**config.mk**
```make
export PLATFORM = sky130hd
export DESIGN_NAME = div_32
export DESIGN_NICKNAME = d
export VERILOG_FILES = /design/src/rtl/div_32.sv
export SDC_FILE = /design/constraint.sdc
export NUM_CORES = 1
export LEC_CHECK = 0
export ABC_AREA = 1
export BUFFER_PORTS_ARGS = -buffer_cell sky130_fd_sc_hd__buf_2
export CAP_MARGIN = 20
export CORE_MARGIN = 5
export CORE_UTILIZATION = 30
export DETAILED_ROUTE_END_ITERATION = 12
export HOLD_SLACK_MARGIN = 0.05
export SLEW_MARGIN = 15
export SYNTH_ARGS = -nofsm -noshare
export SYNTH_HDL_FRONTEND = slang
export SYNTH_HIERARCHICAL = 1
export SYNTH_SLANG_ARGS = --single-unit
```
**constraint.sdc**
```tcl
create_clock -name clk -period 5.52 [get_ports clk]
set_input_delay 0.828 -clock clk [delete_from_list [all_inputs] [get_ports clk]]
set_output_delay 0.828 -clock clk [all_outputs]
set_load 0.01 [all_outputs]
```
**src/rtl/div_32.sv**
```systemverilog
// 32-bit restoring divider, signed or unsigned, one quotient bit per clock.
// Divide-by-zero completes in a single cycle without entering the iteration loop.

module sub_32 (
   input  logic [31:0] a,
   input  logic [31:0] b,
   output logic [31:0] diff,
   output logic        borrow
);
   assign {borrow, diff} = {1'b0, a} - {1'b0, b};
endmodule

module div_32 (
   input  logic        clk,
   input  logic        rst_n,
   input  logic        start,
   input  logic        is_signed,
   input  logic [31:0] dividend,
   input  logic [31:0] divisor,
   output logic        busy,
   output logic        done,
   output logic [31:0] quotient,
   output logic [31:0] remainder,
   output logic        div_by_zero
);
   localparam int unsigned W = 32;
   localparam int unsigned CW = 6;

   typedef enum logic [1:0] {IDLE, RUN, FIX} state_t;

   state_t          state;
   logic [CW-1:0]   count;
   logic [W-1:0]    rem;
   logic [W-1:0]    dq;
   logic [W-1:0]    dvs;
   logic            q_neg;
   logic            r_neg;

   logic [W-1:0]    dividend_mag;
   logic [W-1:0]    divisor_mag;
   logic [W:0]      shifted;
   logic [W-1:0]    trial;
   logic            borrow;
   logic            accept;

   // Operand magnitudes; the most negative value maps onto itself as an unsigned magnitude.
   assign dividend_mag = (is_signed && dividend[W-1]) ? (~dividend + W'(1)) : dividend;
   assign divisor_mag  = (is_signed && divisor[W-1])  ? (~divisor + W'(1))  : divisor;

   // Shifted partial remainder can reach 33 bits when |divisor| is above 2^31.
   assign shifted = {rem, dq[W-1]};

   sub_32 u_sub (
      .a      (shifted[W-1:0]),
      .b      (dvs),
      .diff   (trial),
      .borrow (borrow)
   );

   assign accept = shifted[W] | ~borrow;

   always_ff @(posedge clk or negedge rst_n) begin
      if (!rst_n) begin
         state       <= IDLE;
         count       <= '0;
         rem         <= '0;
         dq          <= '0;
         dvs         <= '0;
         q_neg       <= 1'b0;
         r_neg       <= 1'b0;
         busy        <= 1'b0;
         done        <= 1'b0;
         quotient    <= '0;
         remainder   <= '0;
         div_by_zero <= 1'b0;
      end else begin
         done <= 1'b0;
         case (state)
            IDLE: begin
               if (start) begin
                  if (divisor == '0) begin
                     quotient    <= '1;
                     remainder   <= dividend;
                     div_by_zero <= 1'b1;
                     done        <= 1'b1;
                  end else begin
                     dq    <= dividend_mag;
                     dvs   <= divisor_mag;
                     rem   <= '0;
                     count <= '0;
                     q_neg <= is_signed & (dividend[W-1] ^ divisor[W-1]);
                     r_neg <= is_signed & dividend[W-1];
                     busy  <= 1'b1;
                     state <= RUN;
                  end
               end
            end
            RUN: begin
               rem   <= accept ? trial : shifted[W-1:0];
               dq    <= {dq[W-2:0], accept};
               count <= count + CW'(1);
               if (count == CW'(W - 1)) begin
                  state <= FIX;
               end
            end
            FIX: begin
               quotient    <= q_neg ? (~dq + W'(1)) : dq;
               remainder   <= r_neg ? (~rem + W'(1)) : rem;
               div_by_zero <= 1'b0;
               done        <= 1'b1;
               busy        <= 1'b0;
               state       <= IDLE;
            end
            default: state <= IDLE;
         endcase
      end
   end
endmodule
```
=== Word-level counts from Yosys, hierarchy flattened ===
Cells that the tools add are included.

* Input bits: 68
* Logic and storage cells: 79
* Register bits after elaboration: 173
* Memories: 0
* Bits in read-only memories: 0
* Memory bits (writable): 0
* Output and inout port bits: 67
* Latch bits: 0

* Bitwise operators: 10
* Eq/ne operators: 7
* Reduce and logical (&&, ||, !) cells: 11
* Shifts and indexed selects: 0
* $add $sub $neg: 6
* Divide/modulo/power cells: 0
* Multiply operators: 0
* $lt $le $gt $ge: 0
* Muxes and demuxes: 33

{| class="wikitable"
|+ Operators with widths
! operator !! number
|-
| $mux 32 || 13
|-
| $pmux 32 s2 || 4
|-
| $add 32x1->32 const B || 4
|-
| $not 32->32 || 4
|-
| $sub 32x32->33 || 1
|-
| $logic_not 32->1 || 1
|-
| $reduce_and 3->1 || 5
|-
| $mux 6 || 2
|-
| $pmux 6 s2 || 1
|-
| $ne 2x2->1 const B || 4
|-
| $add 6x1->6 const B || 1
|-
| $eq 6x5->1 const B || 1
|-
| $mux 1 || 6
|-
| $mux 2 || 3
|-
| $pmux 1 s2 || 3
|-
| $pmux 2 s2 || 1
|-
| $reduce_bool 2->1 || 2
|-
| $and 1x1->1 || 2
|-
| $eq 2x1->1 const B || 1
|-
| $eq 2x2->1 const B || 1
|-
| $logic_and 1x1->1 || 2
|-
| $logic_not 2->1 || 1
|-
| $not 1->1 || 2
|-
| $or 1x1->1 || 1
|-
| $xor 1x1->1 || 1
|}

=== Logic depth before layout (Yosys ltp) ===
* Depth in word-level cells: 6
* Gate-level depth with buffers: 17

=== Cells and area by module ===
Netlist, hierarchy kept.

{| class="wikitable"
|+ By module, submodules not included
! module !! cells an instance !! sequential area each (µm²) !! times used !! area each (µm²)
|-
| div_32 || 1735 || 4329.2 || 1 || 11234.5
|-
| sub_32 || 550 || 0.0 || 1 || 2572.5
|}

=== Worst setup path before layout ===
OpenSTA, ideal clock, no wires.

* Path type: flip-flop to flip-flop
* Start: register dq[31]
* End: register rem[0]
* Path slack: 3.119 ns
* Stages on the path, launching flop included: 17
* Setup time: 0.127 ns
* Path buffers: 1
* Period minus slack after synthesis: 2.401 ns
* Data required time: 5.393 ns
* Arrival time: 2.274 ns
* Cells stage by stage: dfrtp_1 -> inv_1 -> ha_1 -> fa_1 -> inv_1 -> nand3_1 -> nand3_1 -> nand2_1 -> nand2_1 -> nand2_1 -> nand3b_1 -> a21oi_1 -> nand2_1 -> inv_1 -> clkbuf_1 -> o211ai_1 -> o21ai_1

* Cells in the longest elaborated chain, start to end: 5

{| class="wikitable"
|+ RTL lines
! what !! line !! source
|-
| start: declaration || 34 || <nowiki>logic [W-1:0] dq;</nowiki>
|-
| start signal: assignment || 87 || <nowiki>dq <= dividend_mag;</nowiki>
|-
| start signal: assignment || 100 || <nowiki>dq <= {dq[W-2:0], accept};</nowiki>
|-
| $sub 32x32->33 || 10 || <nowiki>assign {borrow, diff} = {1'b0, a} - {1'b0, b};</nowiki>
|-
| named net borrow || 43 || <nowiki>logic borrow;</nowiki>
|-
| $not 1->1 || 60 || <nowiki>assign accept = shifted[W] | ~borrow;</nowiki>
|-
| $or 1x1->1 || 60 ||
|-
| $mux 32 || 99 || <nowiki>rem <= accept ? trial : shifted[W-1:0];</nowiki>
|-
| $pmux 32 s2 || 78 || <nowiki>case (state)</nowiki>
|-
| end signal: assignment || 99 ||
|-
| end: declaration || 33 || <nowiki>logic [W-1:0] rem;</nowiki>
|}

The timed path passes the listed nets, and every way through them passes these cells.
A chain may end at the register's enable or synchronous reset.

=== Final worst setup path ===
* Start: register dq[31]
* End: register rem[24]

Same word-level chain as after synthesis.

==> results.yml <==
setup_path:
  critPathBufInv: 4
  required_ps: 5810
  crit_top_cell: "nand2_1"
  crit_family: "simple AND/OR/NAND/NOR gates"
  criticalPathCategory: "flip-flop to flip-flop"
  worst-endpoint-arrival_ps: 4160
  startpoint_type: "flip-flop"
  cp_slowest_cell: "nand2_1"
  crit_path_max_fanout: 26
  worstPathCellList: "inv_1 -> ha_1 -> fa_1 -> inv_1 -> nand3_1 -> nand3_1 -> nand2_1 -> nand2_1 -> nand2_1 -> nand3b_1 -> a21oi_1 -> nand2_1 -> inv_1 -> buf_16 -> o21ai_0 -> o22ai_1"
  cpPeakStageDelay_ps: 630
  worstSetupEndpointType: "flip-flop"
synth:
  ys_warn_count: 6
  synth_cell_types: 37
  synth_mux_area_frac: 0
  synth_area_sq_um: 13800
  synth_top_family_by_area: "simple AND/OR/NAND/NOR gates"
  syn_nets: 2391
  ys_seq_area_frac: 0.314
  synthCells: 2285
  synth_compound_area_frac: 0.0965
  ys_ff_latch: 173
  synth-xor-area-share: 0.0228
  synthSimpleGateAreaFrac: 0.421
  syn_area_per_cell_sq_um: 6.04
  synthAdderAreaFrac: 0.0350
sta:
  hold_violations: 0
  period_minus_slack_ps: 3870
  worst_slew_pin_slew_ps: 1000
  fmax_ghz: 0.258
  setup_viol: 0
  postLayoutSetupSlackWorst_ps: 1650
  tns_ps: 0
  rsz0062_at_grt: "false"
  fin_crit_sh: 0.701
  relSlewSlack: 0.333
  skew_ps: 11.2
  slew_viol_final: 0
drt:
  drt_wl_total_mm: 51.1
  m1WireLength_mm: 25.3
  routedWlPerCell_microns: 17.1
  drc: 0
  avgViaCountPerCell: 5.05
  highest_layer: "met5"
  ant_nets: 0
  wl_met3_mm: 4.11
  vias: 15100
  first_pass_iters: 6
  wl_met2_mm: 21.1
  drtIter0Drc: 1492
clock_network:
  cts-root-buf: "clkbuf_16"
  clkSinkCount: 173
  cts_resized: 0
  numCtsBuffers: 17
  insertion_delay_ps: 450
  path_clk_slew_ps: 70
  cts_hold_repair.buffers: 0
  cts_tree: "yes"
  cts.path.max_buffers: 2
  htree_levels: 4
  cts_setup_buffers: 0
place:
  numPortBuffers: 134
  preCtsSetupSlack_ps: 1560
  hpwl_mm: 40.5
  gp_congestion: 0.950
die:
  start_util: 0.304
  fp.dieW_microns: 225
  dieArea_sq_um: 50400
  rows: 78
  core-area_sq_um: 45500
  fp.dieH_microns: 225
  ios: 135
global_route:
  grt_pass1_vias: 14000
  grt_max_degree: 91
  grt_pass1_wl_mm: 79.6
  grt_use_total: 0.198
  grt_overflow: 0
  grt_antenna_before_repair: 4
power:
  leakagePower_nw: 8.13
  peakVddDrop_mv: 0.234
  p_total_w: 0.0103
  power-per-cell-area_nw_per_um2: 658
job:
  maxCapViolCount: 0
layout:
  mostFrequentLayoutCells: "nand2_1 (752), inv_1 (322), nor2_1 (297)"
  syn2layout_area_growth_pct: 13.1
  final_common_cell: "nand2_1"
  multiInputGateArea_sq_um: 7960
  fillers: 5095
  regArea_sq_um: 4330
  drive_gt1_frac: 0.0857
  nets: 2487
run_status:
  status: "finished clean"
hold_path:
  hold_path.class: "input port to async pin"
-- kinds of logic (layout without fill, tap and decap cells) --
kind of cell / after synthesis / in the layout
AND/OR/NAND/NOR: 1396 / 1396
other: 0 / 1
AO/OA/AOI/OAI: 249 / 249
XOR/XNOR: 36 / 36
flip-flops: 173 / 173
adder cells (fa/ha/maj): 38 / 38
buffers and inverters: 393 / 501
-- final cells by class --
cell class	count	share of cell area
Timing Repair Buffer	146	0.0517
Clock inverter	13	0.00665
Antenna cell	1	0.000160
Inverter	324	0.0779
Multi-Input combinational cell	1719	0.510
Tap cell	600	0.0481
Clock buffer	18	0.0281
Sequential cell	173	0.277
-- where the power goes --
group          switching [W]  internal, W  leakage (nW)  total, W
registers           0.000572      0.00187          2.07   0.00244
clock network       0.000573     0.000595         0.265   0.00117
logic                0.00454      0.00212          5.80   0.00666
-- synthesized netlist by cell type (all sizes together) --
| cell | number | area (sq um) |
|---|---|---|
| a31oi | 1 | 6.26 |
| nand2 | 762 | 2900 |
| nand4 | 27 | 169 |
| a21o | 2 | 15.0 |
| or2 | 2 | 12.5 |
| dfrtp | 173 | 4330 |
| inv | 323 | 1210 |
| nor2 | 306 | 1180 |
| ha | 37 | 463 |
| fa | 1 | 20.0 |
| buf | 29 | 163 |
| and2 | 3 | 18.8 |
| o22ai | 29 | 181 |
| o211ai | 13 | 97.6 |
| o21ai | 146 | 734 |
| clkinv | 1 | 3.75 |
| o21a | 2 | 15.0 |
| xnor2 | 3 | 26.3 |
| o21bai | 1 | 7.51 |
| nand3b | 11 | 82.6 |
| xor2 | 33 | 289 |
| a21oi | 55 | 275 |
| nor3 | 21 | 115 |
| nand3 | 264 | 1340 |
| clkbuf | 40 | 150 |
-- metal layers --
layer | vias up | track usage
met5 | - | 0
met4 | 2 | 0.0375
met3 | 41 | 0.0416
met2 | 610 | 0.287
met1 | 7033 | 0.303
li1 | 7423 | -
-- path summary, 6_finish.rpt --
check | startpoint | endpoint | slack (ps) | cells after the start
setup / recovery | dq[31] | rem[24] | 1650 | 16
hold / removal | rst_n | quotient[9] | 430 | 1
setup reg to reg | dq[31] | rem[24] | 1650 | 16
hold reg to reg | remainder[1] | remainder[1] | 480 | 2
max in group asynchronous | rst_n | rem[23] | 3860 | 2
min in group clk | remainder[1] | remainder[1] | 480 | 2
-- state kept, by name, indices dropped and copies added, names as in the netlist --
signal	cells
busy	1
count	6
div_by_zero	1
done	1
dq	32
dvs	32
q_neg	1
quotient	32
r_neg	1
rem	32
remainder	32
state	2
-- per-stage QoR --
stage / hold WS, ps / std cells / area, sq um / util
4_1_cts: 482 / 2992 / 15600 / 0.343
2_1_floorplan: 442 / 2285 / 13800 / -
3_5_place_dp: 462 / 2961 / 15000 / 0.331
6_report: 434 / 2994 / 15600 / 0.343
3_3_place_gp: 460 / 2960 / 15000 / 0.330
5_1_grt: 505 / 2994 / 15600 / 0.343
(Power assumes the default switching activity.)
